**src/rtl/router_psum_load_pkg.sv**
```systemverilog
// ============================================================================
// router_psum_load_pkg: state encodings and width helper shared by psum routers
// Revision: 1.0
// ============================================================================
`default_nettype none

package router_psum_load_pkg;

  typedef enum logic [2:0] {
    ST_IDLE    = 3'd0,
    ST_READ    = 3'd1,
    ST_CAPTURE = 3'd2,
    ST_PRESENT = 3'd3,
    ST_DONE    = 3'd4
  } psum_state_e;

  // Counter width for a range of `value` entries, never narrower than one bit.
  function automatic int clog2_min1(input int value);
    int w;
    w = 1;
    while ((1 << w) < value) w++;
    return w;
  endfunction

endpackage

`default_nettype wire

```
**src/rtl/router_psum_load.sv**
```systemverilog
// ============================================================================
// router_psum_load: reads Y_dim groups of X_dim psum words from the GLB and
// presents each group as one packed lane vector with a valid/ready handshake.
// Revision: 1.0
// ============================================================================
`default_nettype none

module router_psum_load
  import router_psum_load_pkg::*;
#(
  parameter int DATA_BITWIDTH     = 16,
  parameter int ADDR_BITWIDTH_GLB = 10,
  parameter int X_dim             = 5,
  parameter int Y_dim             = 3,
  parameter int PSUM_LOAD_ADDR    = 0
) (
  input  logic                             clk,
  input  logic                             reset,
  input  logic                             load_psum_ctrl,
  output logic                             read_en_glb_psum,
  output logic [ADDR_BITWIDTH_GLB-1:0]     r_addr_glb_psum,
  input  logic [DATA_BITWIDTH-1:0]         r_data_glb_psum,
  output logic [DATA_BITWIDTH*X_dim-1:0]   south_data_o,
  output logic                             south_enable_o,
  input  logic                             south_ready_i,
  output logic                             busy_o,
  output logic                             done_o
);

  localparam int WCW = clog2_min1(X_dim);
  localparam int GCW = clog2_min1(Y_dim);
  localparam logic [WCW-1:0] W_LAST = WCW'(X_dim - 1);
  localparam logic [GCW-1:0] G_LAST = GCW'(Y_dim - 1);
  localparam logic [ADDR_BITWIDTH_GLB-1:0] BASE_ADDR = ADDR_BITWIDTH_GLB'(PSUM_LOAD_ADDR);
  localparam logic [ADDR_BITWIDTH_GLB-1:0] STRIDE    = ADDR_BITWIDTH_GLB'(X_dim);

  psum_state_e                        state_q, state_d;
  logic [WCW-1:0]                     word_cnt_q, word_cnt_d;
  logic [GCW-1:0]                     group_cnt_q, group_cnt_d;
  logic                               cap_en_q;
  logic [WCW-1:0]                     cap_idx_q;
  logic [DATA_BITWIDTH*X_dim-1:0]     lane_q;
  logic [ADDR_BITWIDTH_GLB-1:0]       addr_w;

  always_ff @(posedge clk or negedge reset) begin
    if (!reset) begin
      state_q <= ST_IDLE;
    end else begin
      state_q <= state_d;
    end
  end

  always_comb begin
    state_d = state_q;
    case (state_q)
      ST_IDLE:    if (load_psum_ctrl) state_d = ST_READ;
      ST_READ:    if (word_cnt_q == W_LAST) state_d = ST_CAPTURE;
      ST_CAPTURE: state_d = ST_PRESENT;
      ST_PRESENT: if (south_ready_i) state_d = (group_cnt_q == G_LAST) ? ST_DONE : ST_READ;
      ST_DONE:    state_d = ST_IDLE;
      default:    state_d = ST_IDLE;
    endcase
  end

  always_comb begin
    word_cnt_d  = word_cnt_q;
    group_cnt_d = group_cnt_q;
    case (state_q)
      ST_IDLE: begin
        if (load_psum_ctrl) begin
          word_cnt_d  = '0;
          group_cnt_d = '0;
        end
      end
      ST_READ: word_cnt_d = word_cnt_q + 1'b1;
      ST_PRESENT: begin
        if (south_ready_i && (group_cnt_q != G_LAST)) begin
          group_cnt_d = group_cnt_q + 1'b1;
          word_cnt_d  = '0;
        end
      end
      default: ;
    endcase
  end

  // GLB data arrives one cycle after the strobe, so the lane index is delayed to match.
  always_ff @(posedge clk or negedge reset) begin
    if (!reset) begin
      word_cnt_q  <= '0;
      group_cnt_q <= '0;
      cap_en_q    <= 1'b0;
      cap_idx_q   <= '0;
      lane_q      <= '0;
    end else begin
      word_cnt_q  <= word_cnt_d;
      group_cnt_q <= group_cnt_d;
      cap_en_q    <= (state_q == ST_READ);
      cap_idx_q   <= word_cnt_q;
      for (int i = 0; i < X_dim; i++) begin
        if (cap_en_q && (cap_idx_q == WCW'(i))) begin
          lane_q[i*DATA_BITWIDTH +: DATA_BITWIDTH] <= r_data_glb_psum;
        end
      end
    end
  end

  // Modular arithmetic at the address width gives the required wrap-around.
  assign addr_w = BASE_ADDR + ADDR_BITWIDTH_GLB'(group_cnt_q) * STRIDE
                + ADDR_BITWIDTH_GLB'(word_cnt_q);

  always_comb begin
    read_en_glb_psum = (state_q == ST_READ);
    r_addr_glb_psum  = read_en_glb_psum ? addr_w : '0;
    south_enable_o   = (state_q == ST_PRESENT);
    south_data_o     = south_enable_o ? lane_q : '0;
    busy_o           = (state_q != ST_IDLE);
    done_o           = (state_q == ST_DONE);
  end

endmodule

`default_nettype wire

```
**config.mk**
```make
export PLATFORM = sky130hd
export DESIGN_NAME = router_psum_load
export DESIGN_NICKNAME = d
export VERILOG_FILES = /design/src/rtl/router_psum_load_pkg.sv /design/src/rtl/router_psum_load.sv
export SDC_FILE = /design/constraint.sdc
export NUM_CORES = 1
export LEC_CHECK = 0
export CELL_PAD_IN_SITES_DETAIL_PLACEMENT = 1
export CELL_PAD_IN_SITES_GLOBAL_PLACEMENT = 1
export CORE_MARGIN = 2
export CORE_UTILIZATION = 32
export CTS_BUF_LIST = sky130_fd_sc_hd__clkbuf_4 sky130_fd_sc_hd__clkbuf_8 sky130_fd_sc_hd__clkbuf_16
export CTS_CLUSTER_SIZE = 30
export DETAILED_ROUTE_END_ITERATION = 7
export GPL_TIMING_DRIVEN = 0
export PLACE_DENSITY_LB_ADDON = 0.1
export SYNTH_ARGS = -nofsm -noshare
export SYNTH_HDL_FRONTEND = slang
export SYNTH_SLANG_ARGS = --single-unit
```
**constraint.sdc**
```tcl
create_clock -name clk -period 1.9 [get_ports clk]
set_input_delay 0.38 -clock clk [delete_from_list [all_inputs] [get_ports clk]]
set_output_delay 0.38 -clock clk [all_outputs]
set_load 0.05 [all_outputs]
```
==> key figures <==
Die
  • Die Height: 121 um
  • Die span in x: 121 um
  • Rows: 42
  • Die ar.: 14600 sq um
  • IO Count: 114
  • Core area: 13300 sq um
  • Starting Density: 0.329

Global route
  • Initial antenna violation count: 0
  • All-layer global routing usage: 0.190
  • GRT Residual Overflow: 0
  • Number of global-route vias before repair: 3459
  • Largest net degree at the start of global routing: 50
  • First-pass GRT wire length: 20.6 mm

Power and ir drop
  • Power per Cell Area: 1480 nW/um^2
  • Comb power frac: 0.527
  • Internal power: 6.91 mW
  • Max IR drop VDD: 0.000875 V
  • Switch share: 0.366
  • NetSw: 3.99 mW
  • Share of total power in sequential cells: 0.322
  • Clock Power Share: 0.151
  • P_leak: 3.30 nW

Routing
  • Drt first pass iters: 4
  • DR vias: 3200
  • Total Wirelength: 13.1 mm
  • First DRT Iteration DRCs: 89
  • WL/cell: 19.3 um
  • Residual DRC: 0
  • Final ANT Viol Nets: 0
  • Via density: 4.71

Finish
  • Most frequent cells in the layout: buf_8 (87), dfrtp_1 (87), and2_4 (81), mux2_2 (80), buf_4 (25)
  • ANT cells: 0
  • FILL cells: 1300
  • Post-route cell area: 7340 sq um
  • Final core occ: 0.552
  • Area growth, synth to finish: 67.8%
  • Net count, final: 530
  • Layout cells sized above 1: 0.704

Worst setup path
  • Buf/Inv on CP: 2
  • CP arrival: 1.97 ns
  • Worst setup SP type: register
  • Top delay family on crit path: adder cells
  • Largest fanout on the critical path: 3
  • Critical path's largest stage delay: 0.56 ns
  • Crit end category: output pin
  • Setup CP Type: reg2out
  • Worst reg-to-reg setup slack: 0.11 ns
  • Req. time, crit path: 1.52 ns
  • Ordered cell list for the critical path: buf_6 > ha_4 > fa_2 > and2_4 > buf_8
  • Crit-path slowest cell: fa_2

Worst hold path
  • Hold Path Class: in2async

Flow run
  • # Max-Cap Violations: 0

Place
  • IO Port Bufs: 108
  • GPL Wtd Cong: 0.717
  • Placed Area: 5830 sq um
  • Hpwl dp: 7.83 mm

Synthesis
  • Synth Instances: 341
  • Yosys warnings: 0
  • Post-Syn Area per Cell: 12.8 sq um
  • FF+latch count, synth: 92
  • Ys flop type: dfrtp_1
  • EDFF count, synth: 0
  • Distinct cells, synth: 38
  • Async SR Flop Fraction: 1.00
  • Post-Syn Area: 4380 sq um
  • Sequential cell area fraction in the yosys report: 0.526

STA
  • Min cycle time layout: 2.35 ns
  • Final setup vio count: 86
  • Slew @ Worst Pin: 0.661 ns
  • Clock skew: 0.00635 ns
  • Final worst slack: -0.451 ns
  • Max Fclk: 425 MHz
  • Setup TNS: -17.98 ns
  • Unrepaired setup endpoints after global routing: true
  • Hold Slack: 0.0455 ns
  • Period utilization: 1.24
  • Slew Limit Fails: 0
  • Slew Limit Headroom: 0.557
  • Final hold viol count: 0

Clock network
  • Clock Tree Buf Depth: 2
  • Clock sink count: 92
  • Worst skew pair latency: 0.35 ns
  • CTS tree: yes
  • CTS Root Cell: clkbuf_16
  • H-Tree Depth: 3
  • Clock Pin Slew Worst Setup and Hold Paths: 0.07 ns
  • Cts bufs inserted: 9

Outcome
  • Status: finished, violations left
  • Failing checks: negative setup slack
[sequential cells by signal, indices dropped and copies added (netlist names)]
signal	flops
lane_q	80
cap_idx_q	3
state_q	3
word_cnt_q	3
group_cnt_q	2
cap_en_q	1
[what timing repair did]
item	CTS	global route
hold buffers	0	0
gates cloned	10	0
gates resized for setup	844	17
setup endpoints to repair	89	101
setup buffers	21	8
pin swaps	81	8
[logic make-up (layout without fill, tap and decap cells)]
| family | Yosys count | after routing | synth area share |
|---|---|---|---|
| and+or+nand+nor | 110 | 110 | 0.163 |
| AOI/OAI and AO/OA | 15 | 15 | 0.0226 |
| buffers and inverters | 30 | 189 | 0.0446 |
| adders and majority gates | 10 | 10 | 0.0303 |
| muxes | 82 | 82 | 0.210 |
| other | 1 | 5 | 0.000857 |
| xor gates and xnor gates | 1 | 1 | 0.00200 |
| DFF | 92 | 92 | 0.526 |
[path summary, 6_finish.rpt]
kind | startpoint | depth (start not counted) | end
worst max-delay path | group_cnt_q[0]$_DFFE_PN0P_ | 5 | r_addr_glb_psum[2]
worst min-delay path | reset | 1 | lane_q[71]$_DFFE_PN0P_
worst max register to register | cap_idx_q[0]$_DFF_PN0_ | 3 | lane_q[73]$_DFFE_PN0P_
worst min register to register | word_cnt_q[2]$_DFFE_PN0P_ | 0 | cap_idx_q[2]$_DFF_PN0_
max in group asynchronous | reset | 2 | group_cnt_q[0]$_DFFE_PN0P_
min in group clk | word_cnt_q[2]$_DFFE_PN0P_ | 0 | cap_idx_q[2]$_DFF_PN0_
[Yosys cell counts, types with 2 or more instances]
master	instances	area, sq um
nand2_1	9	33.8
inv_1	6	22.5
buf_4	5	37.5
dfrtp_1	92	2300
o21ai_0	2	10.0
mux2_2	80	901
buf_6	4	45.0
clkbuf_2	6	30.0
mux2i_1	2	20.0
buf_8	2	30.0
a21oi_1	6	30.0
or3_1	2	12.5
buf_2	3	15.0
and2_1	84	526
ha_1	9	113
and4bb_2	2	25.0
nor2b_1	3	18.8
clkbuf_1	4	15.0
[power by group through the flow]
stage                     Clock, mW  Sequential (mW)  Combinational (mW)
after floorplan                   0             3.30                3.19
after global placement            0             3.42                4.23
after detailed placement          0             3.46                4.32
after CTS                      1.69             3.49                5.67
after global routing           1.76             3.65                6.11
final                          1.65             3.51                5.75
[worst reg2reg max path, stage by stage (launching register included)]
cell,delay (ns)
dfrtp_1,0.45
nor3_2,0.60
buf_6,0.28
mux2_2,0.35
[stage by stage]
stage	cells	setup slack, ns	total power [mW]
final	680	-0.451	10.9
after global routing	680	-0.542	11.5
after CTS	675	-0.500	10.9
after detailed placement	630	-0.965	7.78
after global placement	629	-3.15	7.65
after floorplan	345	-0.217	6.49
[per-layer routing]
metal | share of wire | up-vias | global-route usage
met5 | 0 | - | 0
li1 | - | 1464 | -
met2 | 0.51 | 84 | 0.322
met4 | 0.0097 | 0 | 0.0465
met1 | 0.44 | 1644 | 0.244
met3 | 0.044 | 8 | 0.0475
[final cells by class]
type	instances	area [sq um]	area share
buffer	22	353	0.0480
inverter	6	27.5	0.00375
timing repair buffer	146	1980	0.270
clock buffer	10	233	0.0317
multi-input combinational	223	2190	0.298
clock inverter	5	30.0	0.00409
tap	176	220	0.0300
sequential	92	2310	0.314
(Power assumes the default switching activity.)
